$ cat config.mk
export PLATFORM = sky130hd
export DESIGN_NAME = core_sequencer
export DESIGN_NICKNAME = d
export VERILOG_FILES = /design/src/rtl/core_pkg.sv /design/src/rtl/instr_decoder.sv /design/src/rtl/core_sequencer.sv
export SDC_FILE = /design/constraint.sdc
export NUM_CORES = 1
export LEC_CHECK = 0
export BUFFER_PORTS_ARGS = -buffer_cell sky130_fd_sc_hd__buf_2
export CAP_MARGIN = 25
export CORE_MARGIN = 2
export CORE_UTILIZATION = 55
export CTS_BUF_LIST = sky130_fd_sc_hd__clkbuf_4 sky130_fd_sc_hd__clkbuf_8
export DETAILED_ROUTE_END_ITERATION = 6
export MAX_ROUTING_LAYER = met4
export PLACE_DENSITY = 0.84
export REMOVE_ABC_BUFFERS = 1
export SKIP_LAST_GASP = 1
export SLEW_MARGIN = 10
export SYNTH_ARGS = -nofsm -noshare
export SYNTH_HDL_FRONTEND = slang
export SYNTH_HIERARCHICAL = 1
export SYNTH_SLANG_ARGS = --single-unit
$ cat constraint.sdc
create_clock -name clk -period 3.65 [get_ports clk]
set_input_delay 0.73 -clock clk [delete_from_list [all_inputs] [get_ports clk]]
set_output_delay 0.73 -clock clk [all_outputs]
set_load 0.02 [all_outputs]
$ cat src/rtl/core_pkg.sv
`default_nettype none
// ============================================================================
// Module   : core_pkg
// Purpose  : Shared opcode constants and sequencer state encoding for the
//            simple CPU core control path.
// Revision : 1.0 - initial release
// ============================================================================
package core_pkg;

  // Opcode field values found in ir[7:4]
  localparam logic [3:0] OP_NOP   = 4'h0;
  localparam logic [3:0] OP_SUM   = 4'h1;
  localparam logic [3:0] OP_LOAD  = 4'h2;
  localparam logic [3:0] OP_STORE = 4'h3;
  localparam logic [3:0] OP_HALT  = 4'hF;

  // Sequencer states
  typedef enum logic [2:0] {
    ST_IDLE   = 3'd0,
    ST_FETCH  = 3'd1,
    ST_DECODE = 3'd2,
    ST_EXEC   = 3'd3,
    ST_MEM    = 3'd4,
    ST_WB     = 3'd5,
    ST_HALT   = 3'd6
  } state_t;

endpackage
`default_nettype wire

$ cat src/rtl/instr_decoder.sv
`default_nettype none
// ============================================================================
// Module   : instr_decoder
// Purpose  : Combinational opcode classifier; unknown opcodes are flagged
//            illegal and otherwise behave as NOP.
// Revision : 1.0 - initial release
// ============================================================================
module instr_decoder
  import core_pkg::*;
(
  input  logic [3:0] i_opcode,
  output logic       o_is_sum,
  output logic       o_is_load,
  output logic       o_is_store,
  output logic       o_is_halt,
  output logic       o_is_illegal
);

  // One-hot classification of the opcode field
  always_comb begin
    o_is_sum     = 1'b0;
    o_is_load    = 1'b0;
    o_is_store   = 1'b0;
    o_is_halt    = 1'b0;
    o_is_illegal = 1'b0;
    case (i_opcode)
      OP_NOP:   o_is_illegal = 1'b0;
      OP_SUM:   o_is_sum     = 1'b1;
      OP_LOAD:  o_is_load    = 1'b1;
      OP_STORE: o_is_store   = 1'b1;
      OP_HALT:  o_is_halt    = 1'b1;
      default:  o_is_illegal = 1'b1;
    endcase
  end

endmodule
`default_nettype wire

$ cat src/rtl/core_sequencer.sv
`default_nettype none
// ============================================================================
// Module   : core_sequencer
// Purpose  : Multi-cycle control sequencer: owns PC and IR, steps each
//            instruction through FETCH/DECODE/EXEC/MEM/WB, drives Sum/Mem
//            enables and aborts to HALT on a memory timeout.
// Revision : 1.0 - initial release
// ============================================================================
module core_sequencer
  import core_pkg::*;
#(
  parameter int PC_W        = 4,
  parameter int PROG_LEN    = 6,
  parameter int MEM_TIMEOUT = 8
) (
  input  logic            clk,
  input  logic            rst_n,
  input  logic            run_i,
  input  logic [7:0]      instr_i,
  input  logic            mem_ack_i,
  output logic [PC_W-1:0] pc_o,
  output logic [7:0]      ir_o,
  output logic            sum_en_o,
  output logic            load_en_o,
  output logic            store_en_o,
  output logic            mem_req_o,
  output logic            rf_we_o,
  output logic [1:0]      rf_waddr_o,
  output logic            halt_o,
  output logic            illegal_o,
  output logic            timeout_o
);

  localparam int              c_cnt_w    = $clog2(MEM_TIMEOUT + 1);
  // Counter value during the last MEM cycle allowed before abort
  localparam logic [c_cnt_w-1:0] c_cnt_last = c_cnt_w'(MEM_TIMEOUT - 1);
  localparam logic [PC_W-1:0]    c_pc_last  = PC_W'(PROG_LEN - 1);

  state_t               r_state;
  state_t               w_state_nxt;
  logic [PC_W-1:0]      r_pc;
  logic [7:0]           r_ir;
  logic [c_cnt_w-1:0]   r_cnt;
  logic                 r_illegal;
  logic                 r_timeout;

  logic w_is_sum, w_is_load, w_is_store, w_is_halt, w_is_illegal;
  logic w_end, w_to, w_ir_ld, w_cnt_clr, w_cnt_inc, w_illegal_set;

  instr_decoder u_dec (
    .i_opcode     (r_ir[7:4]),
    .o_is_sum     (w_is_sum),
    .o_is_load    (w_is_load),
    .o_is_store   (w_is_store),
    .o_is_halt    (w_is_halt),
    .o_is_illegal (w_is_illegal)
  );

  // Next-state logic plus Moore enables decoded from state and latched IR
  always_comb begin
    w_state_nxt   = r_state;
    w_end         = 1'b0;
    w_to          = 1'b0;
    w_ir_ld       = 1'b0;
    w_cnt_clr     = 1'b0;
    w_cnt_inc     = 1'b0;
    w_illegal_set = 1'b0;
    sum_en_o      = 1'b0;
    load_en_o     = 1'b0;
    store_en_o    = 1'b0;
    mem_req_o     = 1'b0;
    rf_we_o       = 1'b0;
    halt_o        = 1'b0;
    case (r_state)
      ST_IDLE: begin
        if (run_i) w_state_nxt = ST_FETCH;
      end
      ST_FETCH: begin
        w_ir_ld     = 1'b1;
        w_state_nxt = ST_DECODE;
      end
      ST_DECODE: begin
        w_illegal_set = w_is_illegal;
        if (w_is_halt) begin
          w_state_nxt = ST_HALT;
        end else if (w_is_load || w_is_store) begin
          w_state_nxt = ST_MEM;
          w_cnt_clr   = 1'b1;
        end else begin
          w_state_nxt = ST_EXEC;
        end
      end
      ST_EXEC: begin
        sum_en_o = w_is_sum;
        if (w_is_sum) w_state_nxt = ST_WB;
        else          w_end       = 1'b1;
      end
      ST_MEM: begin
        mem_req_o  = 1'b1;
        load_en_o  = w_is_load;
        store_en_o = w_is_store;
        // Ack wins over timeout when both land in the same cycle
        if (mem_ack_i) begin
          if (w_is_load) w_state_nxt = ST_WB;
          else           w_end       = 1'b1;
        end else if (r_cnt == c_cnt_last) begin
          w_to        = 1'b1;
          w_state_nxt = ST_HALT;
        end else begin
          w_cnt_inc = 1'b1;
        end
      end
      ST_WB: begin
        rf_we_o = 1'b1;
        w_end   = 1'b1;
      end
      ST_HALT: begin
        halt_o = 1'b1;
      end
      default: w_state_nxt = ST_IDLE;
    endcase
    // Instruction boundary: run_i decides whether to keep going
    if (w_end) w_state_nxt = run_i ? ST_FETCH : ST_IDLE;
  end

  // State register
  always_ff @(posedge clk or negedge rst_n) begin
    if (!rst_n) r_state <= ST_IDLE;
    else        r_state <= w_state_nxt;
  end

  // PC, IR, MEM cycle counter and sticky status flags
  always_ff @(posedge clk or negedge rst_n) begin
    if (!rst_n) begin
      r_pc      <= '0;
      r_ir      <= '0;
      r_cnt     <= '0;
      r_illegal <= 1'b0;
      r_timeout <= 1'b0;
    end else begin
      if (w_ir_ld) r_ir <= instr_i;
      if (w_end)   r_pc <= (r_pc == c_pc_last) ? '0 : r_pc + PC_W'(1);
      if (w_cnt_clr)      r_cnt <= '0;
      else if (w_cnt_inc) r_cnt <= r_cnt + c_cnt_w'(1);
      if (w_illegal_set) r_illegal <= 1'b1;
      if (w_to)          r_timeout <= 1'b1;
    end
  end

  assign pc_o       = r_pc;
  assign ir_o       = r_ir;
  assign rf_waddr_o = r_ir[3:2];
  assign illegal_o  = r_illegal;
  assign timeout_o  = r_timeout;

endmodule
`default_nettype wire

==> results.yml <==
synth:
  synth-xor-area-share_pct: 3.04
  synthTopCellsByArea: "dfrtp_1 46%, mux2_2 7.8%, nand2b_1 2.7%"
  yosys.area_share.simple_pct: 29.9
  async_reset_ff_share_pct: 100
  netlist_instances: 105
  ys_ff_latch: 21
  synth_top_family_by_area: "simple AND/OR/NAND/NOR gates"
  yosys.area.top_type: "dfrtp_1"
  synth_ff_type: "dfrtp_1"
  synthAdderAreaFrac_pct: 1.09
  synth_edf_count: 0
  synth_compound_area_share_pct: 7.93
  yosysMostFrequentCell: "dfrtp_1"
  synth_commonest_cells: "21 x dfrtp_1, 8 x mux2_2, 8 x nor2_1"
  synthMuxAreaShare_pct: 8.80
  synth_seq_area_share_pct: 45.7
  ys_types: 44
  syn_area_um2: 1150
  yosys_warnings: 6
  synth_area_per_cell_um2: 11.0
  yosysTopAreaCellShare_pct: 45.7
clocking:
  cts_inserted_buffers: 3
  clk_latency_ps: 300
  cts_resized: 0
  tritoncts: "yes"
  cts_root_buf: "clkbuf_4"
  hold_buffers: 0
  cts_buffer_depth: 2
  cts_max_level: 1
  cts_setup_buffers: 0
  numClockSinks: 21
  clkTransAtPathRegs_ps: 120
route:
  drt_iter0_markers: 14
  drc: 0
  wirelength_mm: 2.29
  num_vias: 909
  postRouteAntennaNets: 0
  wl_per_cell_um: 14.0
  drt_first_pass_iters: 5
  viasPerCell: 5.54
global_route:
  grt_max_degree: 22
  grt_use_total_pct: 21.3
  gr-max-usage-layer: "met2"
  grt_use_met1_pct: 23.8
  gr-usage-met3_pct: 3.03
  antenna_found_initial: 0
  use_met2_pct: 38.4
  grt-ovfl-total: 0
  grt_pass1_wl_mm: 3.92
  grt_pass1_vias: 897
power:
  p_leak_uw: 0.000635
  ir_worst_vdd_uv: 600
  power_density_nw_per_um2: 893
timing:
  min_period_over_period_pct: 72.5
  fin_skew_ps: 2.47
  hold_violations: 0
  slew_headroom_pct: 41.2
  tns_ps: 0
  setup_viol: 0
  fin_ws_ps: 1000
  tightest_slew_ps: 870
  rsz0062_at_grt: "false"
  fmax_mhz: 378
  period_minus_slack_ps: 2650
  drv_slew: 0
placed_design:
  gp_congestion: 0.782
  place_ws_ps: 1320
  place_hpwl_mm: 1.71
  port_buffers: 33
  dp_cells: 160
final_layout:
  multi_input_area_um2: 584
  final_util_pct: 68.7
  register_area_um2: 526
  final_cells: 164
  drive_gt1_share_pct: 39.4
  antenna_cells: 0
  nNetsFinal: 151
  fill_cells: 171
  syn_to_final_growth_pct: 17.1
worst_setup_path:
  crit_path_start_kind: "flop"
  worstSetupPathType: "reg -> out"
  worstPathRequired_ps: 2920
  end_kind: "output pin"
  crit_arrival_ps: 1920
  cp_max_fo: 6
floorplanning:
  row_count: 16
  core_um2: 1960
  dieArea_um2: 2480
  io_pins: 34
  die_y_um: 49.8
  initial_core_util_pct: 58.7
  die-width_um: 49.8
min_path:
  worst_hold_path_type: "in -> async"
run_status:
  status: "finished clean"
job:
  maxCapViolations: 0
[stage by stage]
step | total power, uW | instance area (um^2) | hold slack [ps]
2_1_floorplan | 913 | 1120 | 434
3_3_place_gp | 1080 | 1320 | 440
3_5_place_dp | 1100 | 1320 | 442
4_1_cts | 1210 | 1350 | 365
5_1_grt | 1290 | 1350 | 385
6_report | 1200 | 1350 | 360
[sequential cells by signal, summed over array words and instances, names as in the netlist]
| name | cells |
|---|---|
| ir_o | 8 |
| pc_o | 4 |
| r_cnt | 4 |
| r_state | 3 |
| illegal_o | 1 |
| timeout_o | 1 |
[layout by cell type, fill, tap and decap left out, drive strengths merged, types with 2 or more instances in the layout]
| cell | instances |
|---|---|
| nor3 | 5 |
| nor4b | 3 |
| dfrtp | 21 |
| nor2b | 2 |
| and3 | 2 |
| nand2b | 5 |
| a21oi | 4 |
| and4 | 2 |
| o21ai | 5 |
| xnor2 | 3 |
| mux2 | 9 |
| and4bb | 2 |
| nand2 | 3 |
| clkbuf | 3 |
| buf | 33 |
| nor2 | 9 |
| inv | 3 |
| and2 | 3 |
| or4 | 2 |
| nand3 | 2 |
[critical path, cell delays in order, from the launching register on]
cell and delay (ps):
dfrtp_1 450, nor4b_1 790, and2_1 220, buf_2 160
[where the power goes]
part | internal [uW] | leakage (uW) | switching, uW
clock network | 40.8 | 0.0000177 | 69.1
logic | 275 | 0.000362 | 330
registers | 341 | 0.000255 | 148
total | 657 | 0.000635 | 547
[cells by family (layout without fill, tap and decap cells)]
group | count (synthesis) | after routing
compound gates | 15 | 15
xor+xnor | 4 | 4
fa+ha+maj | 1 | 1
buf+inv | 8 | 40
flops | 21 | 21
mux | 9 | 9
simple gates | 47 | 47
[per-layer routing]
| layer | up-vias | wire (um) |
|---|---|---|
| met2 | 24 | 1230 |
| met5 | - | 0 |
| met4 | 0 | 23 |
| li1 | 447 | - |
| met1 | 434 | 938 |
| met3 | 4 | 103 |
[area by class of cell]
| type | count | share of cell area (%) |
|---|---|---|
| multi-input combinational | 76 | 43.4 |
| clock inverter | 1 | 0.371 |
| timing repair buffer | 33 | 12.3 |
| inverter | 3 | 0.836 |
| tap | 27 | 2.51 |
| sequential | 21 | 39.0 |
| clock buffer | 3 | 1.67 |
[worst paths after layout]
path                                start         to  slack (ps)  depth (start not counted)
worst max-delay path              ir_o[4]  load_en_o        1000                          3
worst min-delay path                rst_n   r_cnt[0]         360                          1
worst max register to register    ir_o[4]    pc_o[1]        1270                          5
worst min register to register  illegal_o  illegal_o         460                          1
max in group asynchronous           rst_n    ir_o[4]        2970                          1
min in group clk                illegal_o  illegal_o         460                          1
Power figures use the tool's default switching activity.
